==> src/rtl/sa_seq_ctrl.sv <==
// sa_seq_ctrl: job sequencer for an N x N weight-stationary systolic array.
// Per job: clear the array, optionally load weights row by row, stream M
// activation vectors with row/column-skewed edge enables, flag bottom-row
// PSUM validity per column, then pulse DONE. Every output is registered and
// is computed from the state/counters that will hold in the following cycle.
module sa_seq_ctrl #(
  parameter int N  = 4,
  parameter int MW = 8,
  parameter int NW = $clog2(N)
) (
  input  logic          CLK,
  input  logic          RSTN,
  input  logic          START,
  input  logic          W_KEEP,
  input  logic [MW-1:0] M_LEN,
  input  logic          ABORT,
  output logic          BUSY,
  output logic          DONE,
  output logic          CLR_DP,
  output logic          CLR_W,
  output logic          W_RD_EN,
  output logic [NW-1:0] W_ADDR,
  output logic [N-1:0]  W_LOAD,
  output logic          A_RD_EN,
  output logic [MW-1:0] A_ADDR,
  output logic [N-1:0]  EN_LEFT,
  output logic [N-1:0]  EN_TOP,
  output logic [N-1:0]  OUT_VALID
);

  // Stream counter is wide enough to reach 2N + (2^MW - 1) without wrapping.
  localparam int TW = MW + $clog2(N) + 2;

  typedef enum logic [2:0] {
    S_IDLE   = 3'd0,
    S_CLR    = 3'd1,
    S_WLOAD  = 3'd2,
    S_STREAM = 3'd3,
    S_DRAIN  = 3'd4,
    S_FIN    = 3'd5,
    S_ABRT   = 3'd6
  } state_t;

  state_t          state_q, state_d, nstate_s;
  logic            keep_q, keep_d;
  logic [MW-1:0]   m_q, m_d;
  logic [NW-1:0]   wcnt_q, wcnt_d;
  logic [TW-1:0]   t_q, t_d;
  logic [TW-1:0]   m_ext_s, t_end_s, t_inc_s;
  logic            stream_s;

  logic            busy_q, busy_d, done_q, done_d;
  logic            clr_dp_q, clr_dp_d, clr_w_q, clr_w_d;
  logic            w_rd_en_q, w_rd_en_d;
  logic [NW-1:0]   w_addr_q, w_addr_d;
  logic [N-1:0]    w_load_q, w_load_d;
  logic            a_rd_en_q, a_rd_en_d;
  logic [MW-1:0]   a_addr_q, a_addr_d;
  logic [N-1:0]    en_left_q, en_left_d, en_top_q, en_top_d;
  logic [N-1:0]    out_valid_q, out_valid_d;

  assign m_ext_s = TW'(m_q);
  assign t_end_s = TW'(2 * N) + m_ext_s;
  assign t_inc_s = t_q + TW'(1);

  // Next state and counters; ABORT outside IDLE overrides the normal sequence.
  always_comb begin
    nstate_s = state_q;
    keep_d   = keep_q;
    m_d      = m_q;
    wcnt_d   = wcnt_q;
    t_d      = t_q;
    case (state_q)
      S_IDLE: begin
        if (START) begin
          nstate_s = S_CLR;
          keep_d   = W_KEEP;
          m_d      = M_LEN;
          wcnt_d   = '0;
          t_d      = '0;
        end else begin
          nstate_s = S_IDLE;
        end
      end
      S_CLR: begin
        if (keep_q) begin
          t_d      = '0;
          nstate_s = (m_q == '0) ? S_FIN : S_STREAM;
        end else begin
          wcnt_d   = '0;
          nstate_s = S_WLOAD;
        end
      end
      S_WLOAD: begin
        if (wcnt_q == NW'(N - 1)) begin
          t_d      = '0;
          nstate_s = (m_q == '0) ? S_FIN : S_STREAM;
        end else begin
          wcnt_d   = wcnt_q + NW'(1);
          nstate_s = S_WLOAD;
        end
      end
      S_STREAM: begin
        t_d = t_inc_s;
        if (t_inc_s == t_end_s) begin
          nstate_s = S_FIN;
        end else if (t_inc_s >= m_ext_s) begin
          nstate_s = S_DRAIN;
        end else begin
          nstate_s = S_STREAM;
        end
      end
      S_DRAIN: begin
        t_d = t_inc_s;
        if (t_inc_s == t_end_s) begin
          nstate_s = S_FIN;
        end else begin
          nstate_s = S_DRAIN;
        end
      end
      S_FIN:   nstate_s = S_IDLE;
      S_ABRT:  nstate_s = S_IDLE;
      default: nstate_s = S_IDLE;
    endcase
    state_d = (ABORT && (state_q != S_IDLE)) ? S_ABRT : nstate_s;
  end

  // Output values for the coming cycle, decoded from next state and counters.
  always_comb begin
    stream_s    = (state_d == S_STREAM) || (state_d == S_DRAIN);
    busy_d      = (state_d == S_CLR) || (state_d == S_WLOAD) || stream_s || (state_d == S_ABRT);
    done_d      = (state_d == S_FIN);
    clr_dp_d    = (state_d == S_CLR) || (state_d == S_ABRT);
    clr_w_d     = (state_d == S_CLR) && !keep_d;
    w_rd_en_d   = (state_d == S_WLOAD);
    w_addr_d    = w_rd_en_d ? wcnt_d : '0;
    // Weight load trails the buffer read by one cycle (buffer latency).
    if (w_rd_en_q && (state_d != S_ABRT)) begin
      w_load_d = {{(N-1){1'b0}}, 1'b1} << w_addr_q;
    end else begin
      w_load_d = '0;
    end
    a_rd_en_d   = stream_s && (t_d < m_ext_s);
    a_addr_d    = a_rd_en_d ? t_d[MW-1:0] : '0;
    en_left_d   = '0;
    out_valid_d = '0;
    for (int r = 0; r < N; r++) begin
      en_left_d[r]   = stream_s && (t_d >= TW'(r + 1)) && (t_d <= m_ext_s + TW'(r));
      out_valid_d[r] = stream_s && (t_d >= TW'(N + 1 + r)) && (t_d <= m_ext_s + TW'(N + r));
    end
    // Row and column edges share the same skew, so one window serves both.
    en_top_d    = en_left_d;
  end

  // State, counters and registered outputs.
  always_ff @(posedge CLK or negedge RSTN) begin
    if (!RSTN) begin
      state_q     <= S_IDLE;
      keep_q      <= 1'b0;
      m_q         <= '0;
      wcnt_q      <= '0;
      t_q         <= '0;
      busy_q      <= 1'b0;
      done_q      <= 1'b0;
      clr_dp_q    <= 1'b0;
      clr_w_q     <= 1'b0;
      w_rd_en_q   <= 1'b0;
      w_addr_q    <= '0;
      w_load_q    <= '0;
      a_rd_en_q   <= 1'b0;
      a_addr_q    <= '0;
      en_left_q   <= '0;
      en_top_q    <= '0;
      out_valid_q <= '0;
    end else begin
      state_q     <= state_d;
      keep_q      <= keep_d;
      m_q         <= m_d;
      wcnt_q      <= wcnt_d;
      t_q         <= t_d;
      busy_q      <= busy_d;
      done_q      <= done_d;
      clr_dp_q    <= clr_dp_d;
      clr_w_q     <= clr_w_d;
      w_rd_en_q   <= w_rd_en_d;
      w_addr_q    <= w_addr_d;
      w_load_q    <= w_load_d;
      a_rd_en_q   <= a_rd_en_d;
      a_addr_q    <= a_addr_d;
      en_left_q   <= en_left_d;
      en_top_q    <= en_top_d;
      out_valid_q <= out_valid_d;
    end
  end

  assign BUSY      = busy_q;
  assign DONE      = done_q;
  assign CLR_DP    = clr_dp_q;
  assign CLR_W     = clr_w_q;
  assign W_RD_EN   = w_rd_en_q;
  assign W_ADDR    = w_addr_q;
  assign W_LOAD    = w_load_q;
  assign A_RD_EN   = a_rd_en_q;
  assign A_ADDR    = a_addr_q;
  assign EN_LEFT   = en_left_q;
  assign EN_TOP    = en_top_q;
  assign OUT_VALID = out_valid_q;

endmodule

==> config.mk <==
export PLATFORM = sky130hd
export DESIGN_NAME = sa_seq_ctrl
export DESIGN_NICKNAME = d
export VERILOG_FILES = /design/src/rtl/sa_seq_ctrl.sv
export SDC_FILE = /design/constraint.sdc
export NUM_CORES = 1
export LEC_CHECK = 0
export ABC_AREA = 1
export BUFFER_PORTS_ARGS = -buffer_cell sky130_fd_sc_hd__buf_2
export CORE_ASPECT_RATIO = 1.2
export CORE_UTILIZATION = 60
export DETAILED_ROUTE_END_ITERATION = 6
export GPL_TIMING_DRIVEN = 0
export HOLD_SLACK_MARGIN = 0.06
export PLACE_DENSITY = 0.86
export SLEW_MARGIN = 10
export SYNTH_ARGS = -nofsm -noshare
export SYNTH_HDL_FRONTEND = slang
export SYNTH_SLANG_ARGS = --single-unit
export TNS_END_PERCENT = 1
==> constraint.sdc <==
create_clock -name CLK -period 4.8 [get_ports CLK]
set_clock_uncertainty 0.05 [all_clocks]
set_input_delay 0.96 -clock CLK [delete_from_list [all_inputs] [get_ports CLK]]
set_output_delay 0.96 -clock CLK [all_outputs]
set_load 0.02 [all_outputs]
==> results.md <==
* Status: completed
* Max-slew violation count at 0
* Initial antenna violation count at 0
* Adder-Cell Fraction of Synth Area at 20.3%
* Hold-critical path depth at 1
* Vias in the first global route at between 4000 and 5000
* Sequential Area at ~0.0014 mm2
* Area of the multi-input gates at 0.00334 mm2
* Commonest non-fill, non-tap cell in the layout: nand2_1
* Post-synthesis net count at approximately 800
* Die width at between 80 and 90 um
* PortBufs at 44
* Wire per inst at around 16 um
* Register clock-pin slew on the reported worst setup and hold paths at 0.11 ns
* Vias/cell at between 5 and 6
* Seq/Total Area, Yosys at 26.4%
* Placed Instance Area at between 0.005 and 0.006 mm2
* Clock sink count at 54
* Synth Area in Compound Gates at between 10 and 15%
* Final Critical Period at about 3.8 ns
* Overall routed net length at roughly 14 mm
* Die ar. at between 0.008 and 0.009 mm2
* Fin area at 0.00560 mm2
* Post-synthesis mux area share at 0%
* Post-Synth XOR/XNOR Area at ~4.8%
* Crit-path slowest cell: o21ai_1
* Post-synthesis simple-gate area fraction at slightly below 30%
* Detailed router's first-iteration violation count at between 300 and 400
* CTS tree: yes
* Post-DP HPWL at ~10 mm
* Critical Path RT at roughly 5 ns
* Crit path DAT at 3.95 ns
* Critical path endpoint category: flip-flop
* First-pass GRT wire length at around 22 mm
* Synth Flop Type: dfrtp_1
* H-tree depth at 2
* CP Max Fanout at 11
* Synthesized area at roughly 0.0051 mm2
* Crit path buf inv count at 0
* Vias at just over 5000
* EDFF count, synth at 0
* Avg Cell Area, Syn at approximately 7.4 um2
* R2R depth at 13
* DRT Pass-1 Iters at 7
* Largest net degree at the start of global routing at 55
* Mapped Cells at around 690
* Crit Path Class: reg -> reg
* Period utilization at between 70% and 80%
* Cells along the critical path: nor2_1, nand2_1, o22ai_1, nor2_4, o21ai_1, ha_1, nand2_1, a21oi_1, a211oi_1, o21ai_0, nor2_2, nand4_4, nor2_1
* Worst hold path type: reg -> reg
* RSZ-0062 raised after global routing: no
* Post-CTS Resized at 0
* Fin nets at 843
* Number of inserted diodes at 0
* I/O pin count at 45
* Slew margin rel. at ~5%
* Largest family of logic cells by synthesized area: simple AND/OR/NAND/NOR gates
* Setup_tns at 0 ns
* CP delay by family, top: compound AO/OA/AOI/OAI gates
* Max stage delay on crit path at around 1.1 ns
* Gr usage total at 31.7%
* Root Driver: clkbuf_8
* Layout cells sized above 1 at 12.8%
* Total grt overflow at 0
* Synth cell types at 40
* Core Rows at 36
* Fill cells at 729
* Ys async rst share at 100%
* Synth Register Bits at 54
* Total CTS buffers at 5
* Worst-Margin Slew at between 1 and 1.5 ns
* Max Freq at between 200 and 300 MHz
* Worst-Skew Late Latency at about 0.32 ns
* Core ar. at approximately 0.0082 mm2
* Final Hold Fails at 0
* CTS max path bufs at 2
* Antenna Nets Post-Route at 0
* Die height at 103 um
* Initial core utilization at between 60 and 70%
* Final Non-Filler Cells at 862
* Max cap viols at 0
* Fin Hold WS at around 0.44 ns
* Number of remaining DRC errors at 0
* Hold-fix buffers, CTS at 0
* Post-Place Cells at 854
* Routability cong. at 0.952
* Critical Path Stages at 13
* Post-CTS Setup Inserts at 0
* Synth warn at 0
* Final setup viols at 0
* Crit path launch type: flip-flop
* Most frequent cells in the layout: 145 x nand2_1, 92 x nor2_1, 84 x inv_1, 83 x ha_1, 54 x dfrtp_1
* P&R area growth vs syn at 9.46%
## worst paths after layout
check,from,endpoint,slack [ns]
worst min register to register,W_ADDR[0],W_LOAD[2],0.44
min in group asynchronous,RSTN,t_q[7],0.62
worst min-delay path,W_ADDR[0],W_LOAD[2],0.44
max in group asynchronous,RSTN,A_ADDR[3],3.62
worst max register to register,state_q[2],A_ADDR[5],1.05
worst max-delay path,state_q[2],A_ADDR[5],1.05
## metrics by stage
step                      utilization, %  worst slack (ns)
after floorplan                        -              1.41
after global placement              66.8             0.497
after detailed placement            67.0             0.883
after CTS                           68.2              1.17
after global routing                68.3             0.885
final                               68.3              1.05
## per-layer routing
layer	track usage, %	part of all wire, %	wire length (um)
met3	4.00	6.5	899
met5	0	0	0
met4	21.3	6.2	852
met1	36.0	39	5320
met2	55.7	49	6680
## cells by family (layout without fill, tap and decap cells)
| group | Yosys count | in the layout |
|---|---|---|
| flops | 54 | 54 |
| fa+ha+maj | 83 | 83 |
| xor+xnor | 28 | 28 |
| compound gates | 95 | 95 |
| simple gates | 330 | 330 |
| buf+inv | 104 | 158 |
## cells in the mapped netlist (8+ instances only)
cell / number / share of area (%)
nand2_1: 145 / 11
nor2_1: 92 / 6.7
inv_1: 84 / 6.2
ha_1: 83 / 20
dfrtp_1: 54 / 26
nand3_1: 37 / 3.6
a21oi_1: 35 / 3.4
xor2_1: 25 / 4.3
o21ai_0: 22 / 2.2
nand4_1: 16 / 2.0
nor2_2: 9 / 1.1
nand2_2: 8 / 0.98
## layout make-up
type	instances	share of cell area (%)
plain buffers	12	1.56
clock buffers	5	1.23
clock inverters	3	0.514
inverters	92	6.16
multi-input cells	536	59.6
flip-flops and latches	54	24.1
well taps	114	2.55
repair buffers	46	4.24
## flip-flops by register name, summed over array words and instances, names as in the netlist
register	cells
W_RD_EN	1
wcnt_q	2
W_ADDR	2
t_q	12
BUSY	1
keep_q	1
m_q	8
W_LOAD	4
CLR_DP	1
state_q	3
CLR_W	1
OUT_VALID	4
EN_TOP	4
A_ADDR	8
DONE	1
A_RD_EN	1
## worst register-to-register path, delay by kind of cell, from the launching register on
family | cells | cell delay (ns)
DFF | 1 | 0.45
AOI/OAI and AO/OA | 5 | 1.76
adders and majority gates | 1 | 0.45
and+or+nand+nor | 7 | 0.97
Power is not shown: default switching activity piles up to over one toggle a cycle in this logic, so the estimate is an artifact.
